==> src/rtl/irq_src_conditioner.sv <==
// irq_src_conditioner: per-source invert, synchronize, glitch-filter, stretch, sticky seen (clk_i/rst_ni; irq_raw_i,seen_clr_i -> intr_src_o,seen_o)
module irq_src_conditioner #(
  parameter int unsigned SOURCE_NUM = 32,
  parameter int unsigned SYNC_STAGES = 2,
  parameter int unsigned FILTER_CYCLES = 4,
  parameter int unsigned STRETCH_CYCLES = 0,
  parameter logic [SOURCE_NUM-1:0] INVERT_MASK = '0
) (
  input  logic                  clk_i,
  input  logic                  rst_ni,
  input  logic [SOURCE_NUM-1:0] irq_raw_i,
  input  logic [SOURCE_NUM-1:0] seen_clr_i,
  output logic [SOURCE_NUM-1:0] intr_src_o,
  output logic [SOURCE_NUM-1:0] seen_o
);
  localparam int unsigned CW = ($clog2(FILTER_CYCLES + 1) < 1) ? 1 : $clog2(FILTER_CYCLES + 1);
  localparam logic [CW-1:0] LAST = CW'(FILTER_CYCLES - 1);
  logic [SYNC_STAGES-1:0][SOURCE_NUM-1:0] sync_q, sync_d;
  logic [SOURCE_NUM-1:0][CW-1:0] cnt_q, cnt_d;
  logic [SOURCE_NUM-1:0] syn, filt_q, filt_d, rise_q, rise_d, seen_q, seen_d;
  assign syn = sync_q[SYNC_STAGES-1];
  assign seen_o = seen_q;
  always_comb begin
    sync_d = {sync_q[SYNC_STAGES-2:0], irq_raw_i ^ INVERT_MASK};
    filt_d = filt_q;
    cnt_d = '0;
    for (int i = 0; i < SOURCE_NUM; i++) begin
      filt_d[i] = (syn[i] != filt_q[i] && cnt_q[i] == LAST) ? syn[i] : filt_q[i];
      cnt_d[i] = (syn[i] == filt_q[i] || cnt_q[i] == LAST) ? '0 : cnt_q[i] + 1'b1;
    end
    rise_d = filt_d & ~filt_q;
    seen_d = rise_q | (seen_q & ~seen_clr_i);
  end
  always_ff @(posedge clk_i or negedge rst_ni)
    if (!rst_ni) begin
      sync_q <= '0;
      filt_q <= '0;
      cnt_q <= '0;
      rise_q <= '0;
      seen_q <= '0;
    end else begin
      sync_q <= sync_d;
      filt_q <= filt_d;
      cnt_q <= cnt_d;
      rise_q <= rise_d;
      seen_q <= seen_d;
    end
  if (STRETCH_CYCLES > 0) begin : g_str
    // rise_q marks the load cycle; str then counts the remaining STRETCH_CYCLES-1 cycles
    logic [SOURCE_NUM-1:0][7:0] str_q, str_d;
    logic [SOURCE_NUM-1:0] act;
    always_comb begin
      str_d = str_q;
      act = '0;
      for (int i = 0; i < SOURCE_NUM; i++) begin
        str_d[i] = rise_q[i] ? 8'(STRETCH_CYCLES - 1) : (str_q[i] != 8'd0) ? str_q[i] - 8'd1 : str_q[i];
        act[i] = str_q[i] != 8'd0;
      end
    end
    always_ff @(posedge clk_i or negedge rst_ni)
      if (!rst_ni) str_q <= '0;
      else str_q <= str_d;
    assign intr_src_o = filt_q | rise_q | act;
  end else begin : g_nostr
    assign intr_src_o = filt_q;
  end
endmodule

==> config.mk <==
export PLATFORM = sky130hd
export DESIGN_NAME = irq_src_conditioner
export DESIGN_NICKNAME = d
export VERILOG_FILES = /design/src/rtl/irq_src_conditioner.sv
export SDC_FILE = /design/constraint.sdc
export NUM_CORES = 1
export LEC_CHECK = 0
export BUFFER_PORTS_ARGS = -buffer_cell sky130_fd_sc_hd__buf_2
export CAP_MARGIN = 20
export CORE_ASPECT_RATIO = 1.4
export CORE_UTILIZATION = 40
export CTS_BUF_LIST = sky130_fd_sc_hd__clkbuf_4 sky130_fd_sc_hd__clkbuf_8
export DETAILED_ROUTE_END_ITERATION = 8
export GPL_TIMING_DRIVEN = 0
export HOLD_SLACK_MARGIN = 0.1
export MAX_ROUTING_LAYER = met4
export SETUP_SLACK_MARGIN = 0.02
export SLEW_MARGIN = 10
export SYNTH_ARGS = -nofsm -noshare
export SYNTH_HDL_FRONTEND = slang
export SYNTH_SLANG_ARGS = --single-unit
export TNS_END_PERCENT = 10
==> constraint.sdc <==
create_clock -name clk_i -period 2.7 [get_ports clk_i]
set_input_delay 0.27 -clock clk_i [delete_from_list [all_inputs] [get_ports clk_i]]
set_output_delay 0.27 -clock clk_i [all_outputs]
set_load 0.01 [all_outputs]
==> metrics.md, run 1 <==
| Metric | Value |
|---|---|
| Status | `finished clean` |
| Final cycle utilization of the critical path | `0.507` |
| GR Overflow Total | `0` |
| Vias in the first global route | `about 5.5k` |
| Yosys top cell area share | `0.691` |
| Largest net degree at the start of global routing | `111` |
| Register bit total from synthesis | `about 260` |
| CP Data Required Time | `between 2 and 2.5 ns` |
| RSZ-0062 raised after global routing | `no` |
| Reg2reg end | `intr_src_o[0]$_DFF_PN0_` |
| Critical path startpoint | `intr_src_o[8]$_DFF_PN0_` |
| Synth Instances | `642` |
| Critical path endpoint | `intr_src_o[8]` |
| Tot GR Track Use | `0.127` |
| DR pass1 iterations | `4` |
| FP Rows | `65` |
| Final setup margin | `~1.3 ns` |
| Leakage | `around 6.3 nW` |
| Initial antenna violation count | `1` |
| Vias | `5340` |
| Reg2Reg Depth | `3` |
| Hold_buf cts | `65` |
| Flop-to-flop setup slack | `1.44 ns` |
| Final setup viols | `0` |
| Die width | `between 100 and 150 µm` |
| Clk Latency, worst-skew pair | `0.52 ns` |
| WL final | `13500 µm` |
| Cell Pwr Density | `930 nW/µm²` |
| Ports | `between 100 and 150` |
| Power, Total | `approximately 0.011 W` |
| Die area | `roughly 24000 µm²` |
| FMAX | `between 0.7 and 0.8 GHz` |
| Slew Viols, Final | `0` |
| Worst EP arrival | `roughly 1.1 ns` |
| Hold Path Class | `in2async` |
| Antenna-violating nets left | `0` |
| Worst slew pin tran | `about 0.56 ns` |
| Setup bufs post-CTS | `0` |
| CTS tree | `yes` |
| Critical Path Stages | `1` |
| Drt drc | `0` |
| CORE AREA | `approximately 23000 µm²` |
| WP buf/inv | `1` |
| Crit start category | `flip-flop` |
| Fill count | `2003` |
| Syn nets | `a little under 800` |
| Maxcap violations | `0` |
| Root Buffer | `clkbuf_8` |
| Area Overhead vs Synth | `28.1%` |
| Crit Path Max Fanout | `4` |
| Post-Place Setup Slack | `1.45 ns` |
| Initial DRC Count | `between 100 and 150` |
| Sequential cell area fraction in the yosys report | `0.691` |
| Clk slew on worst S/H paths | `~0.070 ns` |
| Synthesis Warnings | `0` |
| Routed WL per cell | `11.1 µm` |
| TNS Setup | `0 ns` |
| Fraction of layout cells with a size suffix above 1 | `0.276` |
| Clock Skew | `roughly 0.015 ns` |
| Leading area contributor after synthesis | `dfrtp_1` |
| Crit end category | `output port` |
| Setup CP Type | `reg2out` |
| PostCTS Resize Cnt | `0` |
| Area of the mapped netlist | `between 9000 and 10000 µm²` |
| First-pass GRT wire length | `~24000 µm` |
| I/O Buffers | `roughly 130` |
| Routability Congestion | `between 0.6 and 0.7` |
| Inserted Clock Buffers | `41` |
| Final hold vios | `0` |
| Clk sink count | `256` |
| Synth area leaders | `dfrtp_1 (69%), ha_1 (8.6%), nor3b_2 (4.3%)` |
| Post-DP HPWL | `slightly above 8000 µm` |
| Max incr delay on CP | `roughly 0.42 ns` |
| R2R Path Start | `cnt_q[0]$_DFF_PN0_` |
| # nets final | `between 1k and 1.5k` |
| Chip height | `~180 µm` |
| Crit-path leading delay family | `flip-flops` |
| Largest vdd supply drop | `approximately 0.63 mV` |
| Clk buf depth | `3` |
| Htree depth | `2` |
| Area after DPL | `approximately 10000 µm²` |
| Most common cell after layout, fill and taps aside | `dfrtp_1` |
| CP Cell Sequence | `buf_2` |
| Worst rel slew slack | `0.625` |
| Post-DR vias/cell | `roughly 4.4` |
| Most frequent cells in the layout | `dfrtp_1 (256), buf_2 (128), inv_1 (81)` |
| Syn Area/Cell | `14.4 µm²` |
| Synth cell types | `12` |
| Initial core utilization | `0.410` |
| CP max-delay cell | `dfrtp_1` |
| Design Area, Final | `roughly 12000 µm²` |
| Min Clock Period, post-route | `roughly 1.4 ns` |
==> cell usage after synthesis (all sizes together) <==
master and count:
dfrtp 256, inv 81, ha 64, nor3 64, a21o 32, nor3b 32, xnor2 32, nand2 17
nor2 17, o21ai 17, and3b 15, mux2 15
==> registers in the layout, summed over array words and instances, names as in the netlist <==
name	cells
cnt_q	96
intr_src_o	32
rise_q	32
seen_o	32
syn	32
sync_d	32
==> through the flow <==
step                       util  instances  hold slack (ns)
after global routing      0.525       1213            0.317
after global placement    0.455       1072            0.331
after floorplan               -        642          -0.0256
final                     0.525       1214            0.292
after detailed placement  0.458       1074            0.261
after CTS                 0.525       1212            0.283
==> report_power, final <==
part	leakage (nW)	switching, W	internal [W]
Clock	0.460	0.00143	0.00192
Combinational	2.50	0.00117	0.00128
Sequential	3.29	0.000509	0.00473
==> worst min-delay path by stage <==
stage | from | endpoint | slack (ns) | cells after the start
detailed placement | rst_ni | sync_d[53]$_DFF_PN0_ | 0.26 | 1
CTS | rst_ni | sync_d[53]$_DFF_PN0_ | 0.28 | 2
floorplan | rst_ni | cnt_q[0]$_DFF_PN0_ | -0.03 | 0
global placement | sync_d[39]$_DFF_PN0_ | syn[7]$_DFF_PN0_ | 0.33 | 0
finish | rst_ni | intr_src_o[21]$_DFF_PN0_ | 0.29 | 2
global route | rst_ni | intr_src_o[21]$_DFF_PN0_ | 0.32 | 2
==> per-layer routing <==
layer | part of all wire | up-vias | track usage
li1 | - | 2622 | -
met1 | 0.41 | 2573 | 0.137
met2 | 0.51 | 113 | 0.211
met3 | 0.058 | 32 | 0.0378
met4 | 0.031 | 0 | 0.0575
met5 | 0 | - | -
==> kinds of logic after synthesis <==
kind of cell | Yosys count | synth area share
AO/OA/AOI/OAI | 49 | 0.0351
AND/OR/NAND/NOR | 145 | 0.106
XOR/XNOR | 32 | 0.0302
flip-flops | 256 | 0.691
buffers and inverters | 81 | 0.0328
multiplexers | 15 | 0.0182
adder cells (fa/ha/maj) | 64 | 0.0864
==> area by class of cell <==
cell class,count,area (µm²),share of cell area
sequential,256,6410,0.540
inverter,81,304,0.0256
clock buffer,67,822,0.0693
clock inverter,6,36.3,0.00306
multi-input combinational,305,2550,0.215
tap,301,377,0.0317
antenna,2,5.00,0.000422
timing repair buffer,196,1360,0.115
Note: power is estimated with default switching activity, not from simulation.
==> inputs of run 2 (changes only) <==
- clock period: 2.7 -> 1.3 ns (I/O delays scaled with it)
==> run 2 against run 1 <==
Compared with the run above: sequential cell count unchanged; clock skew about the same; non-clock buffer count unchanged; design area up 0.76%; register-to-register slack worse by 1.4 ns; final cell count unchanged; utilization up 0.40 points; first-iteration DRC count up 10%; worst hold slack worse by 0.14 ns; setup slack worse by 1.3 ns.
==> metrics.md, run 2 (synthesized netlist as in run 1, its figures left out) <==
| Metric | Value |
|---|---|
| Status | `finished clean` |
| Leakage | `6.25 nW (about the same)` |
| WP buf/inv | `1 (unchanged)` |
| Max incr delay on CP | `0.42 ns (about the same)` |
| Largest register FFs | `96 (unchanged)` |
| Final setup viols | `0 (unchanged)` |
| CP max-delay cell | `dfrtp_1` |
| DR pass1 iterations | `4 (unchanged)` |
| Root Buffer | `clkbuf_8` |
| Fraction of layout cells with a size suffix above 1 | `0.289 (+0.0132)` |
| Post-DR vias/cell | `4.41 (+0.19%)` |
| RSZ-0062 raised after global routing | `yes` |
| # nets final | `1011 (unchanged)` |
| Crit-path leading delay family | `flip-flops` |
| Most frequent cells in the layout | `dfrtp_1 (255), buf_2 (123), inv_1 (81)` |
| FP Rows | `65 (unchanged)` |
| Antenna-violating nets left | `0 (unchanged)` |
| Post-DP HPWL | `8300 µm (unchanged)` |
| Crit Path Max Fanout | `4 (unchanged)` |
| Clk Latency, worst-skew pair | `0.52 ns (about the same)` |
| Clock Skew | `0.0156 ns (+0.000486 ns)` |
| CP Data Required Time | `1.17 ns (-1.26 ns)` |
| CORE AREA | `22600 µm² (unchanged)` |
| Die width | `131 µm (unchanged)` |
| Ports | `130 (unchanged)` |
| Largest net degree at the start of global routing | `111 (unchanged)` |
| First-pass GRT wire length | `23700 µm (unchanged)` |
| Vias in the first global route | `5466 (unchanged)` |
| Vias | `5350 (+0.19%)` |
| Inst Count DP | `1074 (unchanged)` |
| Multi-input logic area | `2610 µm² (+2.3%)` |
| GR Overflow Total | `0 (unchanged)` |
| Hold Path Class | `in2async` |
| Routed WL per cell | `11.2 µm (+0.43%)` |
| Worst slew pin tran | `0.562 ns (-0.000598 ns)` |
| Largest vdd supply drop | `1.31 mV (+110%)` |
| Initial antenna violation count | `1 (unchanged)` |
| Setup bufs post-CTS | `0 (unchanged)` |
| Final Util | `0.529 (+0.00398)` |
| Fill count | `1997 (-0.30%)` |
| Setup CP Type | `reg2out` |
| CTS tree | `yes` |
| Cell Pwr Density | `1930 nW/µm² (+110%)` |
| Register area | `6410 µm² (about the same)` |
| Worst rel slew slack | `0.625 (about the same)` |
| I/O Buffers | `129 (unchanged)` |
| Chip height | `182 µm (unchanged)` |
| Clk slew on worst S/H paths | `0.07 ns (about the same)` |
| Clk buf depth | `3 (unchanged)` |
| Most common cell after layout, fill and taps aside | `dfrtp_1` |
| Crit end category | `output port` |
| Maxcap violations | `0 (unchanged)` |
| Worst EP arrival | `1.10 ns (about the same)` |
| Die area | `23800 µm² (unchanged)` |
| CP Cell Sequence | `buf_2` |
| WL final | `13500 µm (+0.43%)` |
| Final cycle utilization of the critical path | `0.946` |
| Inserted Clock Buffers | `41 (unchanged)` |
| Initial core utilization | `0.410 (unchanged)` |
| FMAX | `about 0.81 GHz` |
| Area Overhead vs Synth | `29.0%` |
| Reg with most FFs | `cnt_q` |
| Fin cells | `1214 (unchanged)` |
| Initial DRC Count | `121 (+10%)` |
| Slew Viols, Final | `0 (unchanged)` |
| Clk sink count | `256 (unchanged)` |
| Htree depth | `2 (unchanged)` |
| TNS Setup | `0 ns (unchanged)` |
| Final hold vios | `0 (unchanged)` |
| Crit start category | `flip-flop` |
| Min Clock Period, post-route | `around 1.2 ns` |
| Routability Congestion | `0.672 (unchanged)` |
| Drt drc | `0 (unchanged)` |
| Tot GR Track Use | `0.127 (unchanged)` |
==> run 2: path summary, 6_finish.rpt <==
| check | startpoint | endpoint | slack (ns) | cells after the start |
|---|---|---|---|---|
| hold reg to reg | sync_d[50]$_DFF_PN0_ | syn[18]$_DFF_PN0_ | 0.35 | 0 |
| hold / removal | rst_ni | intr_src_o[21]$_DFF_PN0_ | 0.15 | 2 |
| max in group asynchronous | rst_ni | cnt_q[51]$_DFF_PN0_ | 0.22 | 3 |
| setup / recovery | intr_src_o[8]$_DFF_PN0_ | intr_src_o[8] | 0.07 | 1 |
| min in group clk_i | irq_raw_i[31] | sync_d[63]$_DFF_PN0_ | 0.24 | 2 |
| setup reg to reg | cnt_q[48]$_DFF_PN0_ | intr_src_o[16]$_DFF_PN0_ | 0.07 | 3 |
==> run 2: layout make-up <==
type                            count  area share
Multi-Input combinational cell    305       0.219
Tap cell                          301      0.0315
Inverter                           81      0.0254
Timing Repair Buffer              196       0.116
Clock inverter                      6     0.00303
Sequential cell                   256       0.536
Antenna cell                        2    0.000419
Clock buffer                       67      0.0688
==> run 2: repair_timing <==
item,CTS,global route
hold endpoints to repair,269,0
hold buffers,65,0
gates resized for setup,0,21
endpoints found under the setup margin,0,28
==> run 2: stage by stage <==
| stage | hold slack (ns) | total power (W) | setup WS, ns | instance area [µm²] |
|---|---|---|---|---|
| 6_report | 0.152 | 0.0231 | 0.0706 | 12000 |
| 2_1_floorplan | -0.166 | 0.0144 | 0.134 | 9270 |
| 3_5_place_dp | 0.121 | 0.0161 | 0.0544 | 10400 |
| 4_1_cts | 0.143 | 0.0234 | 0.0220 | 11900 |
| 3_3_place_gp | 0.238 | 0.0159 | -4.53 | 10300 |
| 5_1_grt | 0.177 | 0.0249 | 0.000772 | 12000 |
==> run 2: power breakdown <==
group | switching, W | internal, W
Sequential | 0.00107 | 0.00983
Combinational | 0.00245 | 0.00279
Clock | 0.00296 | 0.00399
Total | 0.00648 | 0.0166
==> run 2: per-layer routing <==
layer  share of wire  wire, µm  global-route usage  vias to the layer above
met5               0         0                   -                        -
met4           0.030       412              0.0575                        0
met3           0.058       789              0.0378                       32
met2            0.51      6870               0.211                      113
met1            0.40      5470               0.137                     2583
li1                -         -                   -                     2622
==> inputs of run 3 (changes only) <==
- CORE_ASPECT_RATIO: 1.4 -> 0.7
- CORE_UTILIZATION: 40 -> 45
- PLACE_DENSITY: default -> 0.65
==> run 3 against run 2 <==
Compared with the run above: combinational power is 2% higher; worst hold slack worse by 0.097 ns; clock power is 5.3% lower; design area is 1.3% lower; clock-buffer cell count is 6 lower; fmax is 1.7% lower; setup slack worse by 0.022 ns; global-route usage is 2.5 points higher; largest power group unchanged.
==> metrics.md, run 3 (synthesized netlist as in run 1, its figures left out) <==
| Metric | Value |
|---|---|
| Reg with most FFs | `cnt_q` |
| Most common cell after layout, fill and taps aside | `dfrtp_1` |
| Status | `finished clean` |
| Clk buf depth | `3 (unchanged)` |
| RSZ-0062 raised after global routing | `yes` |
| Worst slew pin tran | `0.602 ns (+0.0398 ns)` |
| Crit start category | `flip-flop` |
| Clk slew on worst S/H paths | `0.06 ns (about the same)` |
| Reg2reg end | `intr_src_o[24]$_DFF_PN0_` |
| Maxcap violations | `0 (unchanged)` |
| Largest vdd supply drop | `1.12 mV (-15%)` |
| Most frequent cells in the layout | `dfrtp_1 (256), buf_2 (127), inv_1 (81)` |
| Crit path top cell by count | `ha_1` |
| Final setup viols | `0 (unchanged)` |
| WL final | `14500 µm (+6.9%)` |
| Worst rel slew slack | `0.599 (-0.0265)` |
| Area Overhead vs Synth | `27.4%` |
| Leakage | `6.21 nW (-0.72%)` |
| Hold Path Class | `in2async` |
| Post-DR vias/cell | `4.52 (+2.6%)` |
| Slew Viols, Final | `0 (unchanged)` |
| Final hold vios | `0 (unchanged)` |
| TNS Setup | `0 ns (unchanged)` |
| Routability Congestion | `0.739 (+10%)` |
| Diode count | `0 (-2)` |
| Setup CP Type | `reg2reg` |
| Post-DP HPWL | `9360 µm (+13%)` |
| Initial DRC Count | `145 (+20%)` |
| Htree depth | `2 (unchanged)` |
| Cell Pwr Density | `1940 nW/µm² (+0.34%)` |
| GR Overflow Total | `0 (unchanged)` |
| CP Cell Sequence | `ha_1, ha_1, mux2_2` |
| I/O Buffers | `129 (unchanged)` |
| Inserted Clock Buffers | `39 (-4.9%)` |
| FP Rows | `43 (-34%)` |
| Chip height | `122 µm (-33%)` |
| Fill count | `1584 (-21%)` |
| Power, Total | `0.0229 W (-0.98%)` |
| R2R Path Start | `cnt_q[72]$_DFF_PN0_` |
| Crit Path Max Fanout | `5 (+1)` |
| CP max-delay cell | `dfrtp_1` |
| CTS tree | `yes` |
| Worst EP arrival | `1.64 ns (+0.54 ns)` |
| Vias | `5305 (-0.84%)` |
| Clk sink count | `256 (unchanged)` |
| DR pass1 iterations | `4 (unchanged)` |
| Clk Latency, worst-skew pair | `0.51 ns (about the same)` |
| CORE AREA | `20000 µm² (-11%)` |
| FMAX | `0.799 GHz (-1.7%)` |
| Tot GR Track Use | `0.151 (+0.0246)` |
| Initial antenna violation count | `0 (-1)` |
| Root Buffer | `clkbuf_8` |
| CP Data Required Time | `1.69 ns (+0.52 ns)` |
| Reg2Reg Depth | `3 (unchanged)` |
| Register area | `6410 µm² (about the same)` |
| Die width | `174 µm (+33%)` |
| # nets final | `1009 (-0.20%)` |
| Antenna-violating nets left | `0 (unchanged)` |
| Largest register FFs | `96 (unchanged)` |
| Max incr delay on CP | `0.39 ns (-0.03 ns)` |
| Setup bufs post-CTS | `0 (unchanged)` |
| Fraction of layout cells with a size suffix above 1 | `0.283 (-0.00519)` |
| Initial core utilization | `0.463 (+0.0531)` |
| Crit-path leading delay family | `adder cells` |
| Ports | `130 (unchanged)` |
| Vias in the first global route | `5742 (+5.0%)` |
| Largest net degree at the start of global routing | `122 (+9.9%)` |
| Clock Skew | `0.00704 ns (-0.00852 ns)` |
| Min Clock Period, post-route | `1.25 ns (+0.0217 ns)` |
| Die area | `21200 µm² (-11%)` |
| Final cycle utilization of the critical path | `0.962 (+0.0167)` |
| Drt drc | `0 (unchanged)` |
| WP buf/inv | `0 (-1)` |
| First-pass GRT wire length | `25400 µm (+7.6%)` |
| Crit end category | `flip-flop` |
| Flop-to-flop setup slack | `0.05 ns (-0.02 ns)` |
| Routed WL per cell | `12.3 µm (+11%)` |
| Multi-input logic area | `2590 µm² (-0.96%)` |
| Hold_buf cts | `66 (+1.5%)` |
[run 3: cell count changes in the layout (fill, tap and decap cells not counted), sizes merged]
cell | before | now
clkinvlp | 1 | 0
clkbuf | 67 | 61
clkinv | 5 | 4
diode | 2 | 0
[run 3: worst max-delay path by stage]
stage,to,start,cells past startpoint
floorplan,intr_src_o[0]$_DFF_PN0_,cnt_q[0]$_DFF_PN0_,3
global placement,rise_q[31]$_DFF_PN0_,rst_ni,1
detailed placement,intr_src_o[19]$_DFF_PN0_,cnt_q[57]$_DFF_PN0_,3
CTS,syn[4]$_DFF_PN0_,rst_ni,3
global route,intr_src_o[30],intr_src_o[30]$_DFF_PN0_,1
finish,intr_src_o[24]$_DFF_PN0_,cnt_q[72]$_DFF_PN0_,3
[run 3: timing repair]
item	4_1_cts	5_1_grt
setup endpoints to repair	1	32
hold endpoints to repair	320	15
gates resized for setup	1	14
[run 3: stage by stage]
| step | instances | util | area, µm² | hold slack (ns) | setup WS (ns) |
|---|---|---|---|---|---|
| floorplan | 642 | - | 9270 | -0.166 | 0.134 |
| global placement | 1041 | 0.512 | 10200 | 0.238 | -4.05 |
| detailed placement | 1043 | 0.515 | 10300 | -0.0364 | 0.0274 |
| CTS | 1174 | 0.588 | 11800 | 0.214 | 0.0200 |
| global route | 1173 | 0.590 | 11800 | 0.0380 | 0.0127 |
| finish | 1173 | 0.590 | 11800 | 0.0541 | 0.0489 |
[run 3: area by class of cell]
| class | instances | area share |
|---|---|---|
| multi-input combinational | 305 | 0.219 |
| inverter | 81 | 0.0258 |
| tap | 270 | 0.0286 |
| clock buffer | 61 | 0.0658 |
| clock inverter | 4 | 0.00170 |
| sequential | 256 | 0.543 |
| timing repair buffer | 196 | 0.116 |
[run 3: report_power, final]
group          switching, W  total, W  internal, W
Combinational       0.00258   0.00533      0.00276
Sequential          0.00113    0.0110      0.00983
Clock               0.00281   0.00658      0.00377
[run 3: routing by layer]
metal  global-route usage  wire length (µm)  vias to the layer above
li1                     -                 -                     2614
met3               0.0481               882                       21
met1                0.177              6330                     2550
met2                0.250              7020                      120
met5                    -                 0                        -
met4               0.0492               237                        0
[run 3: worst reg2reg max path, cell delays in order (launching register included)]
cell	delay [ns]
dfrtp_1	0.39
ha_1	0.21
ha_1	0.25
mux2_2	0.30
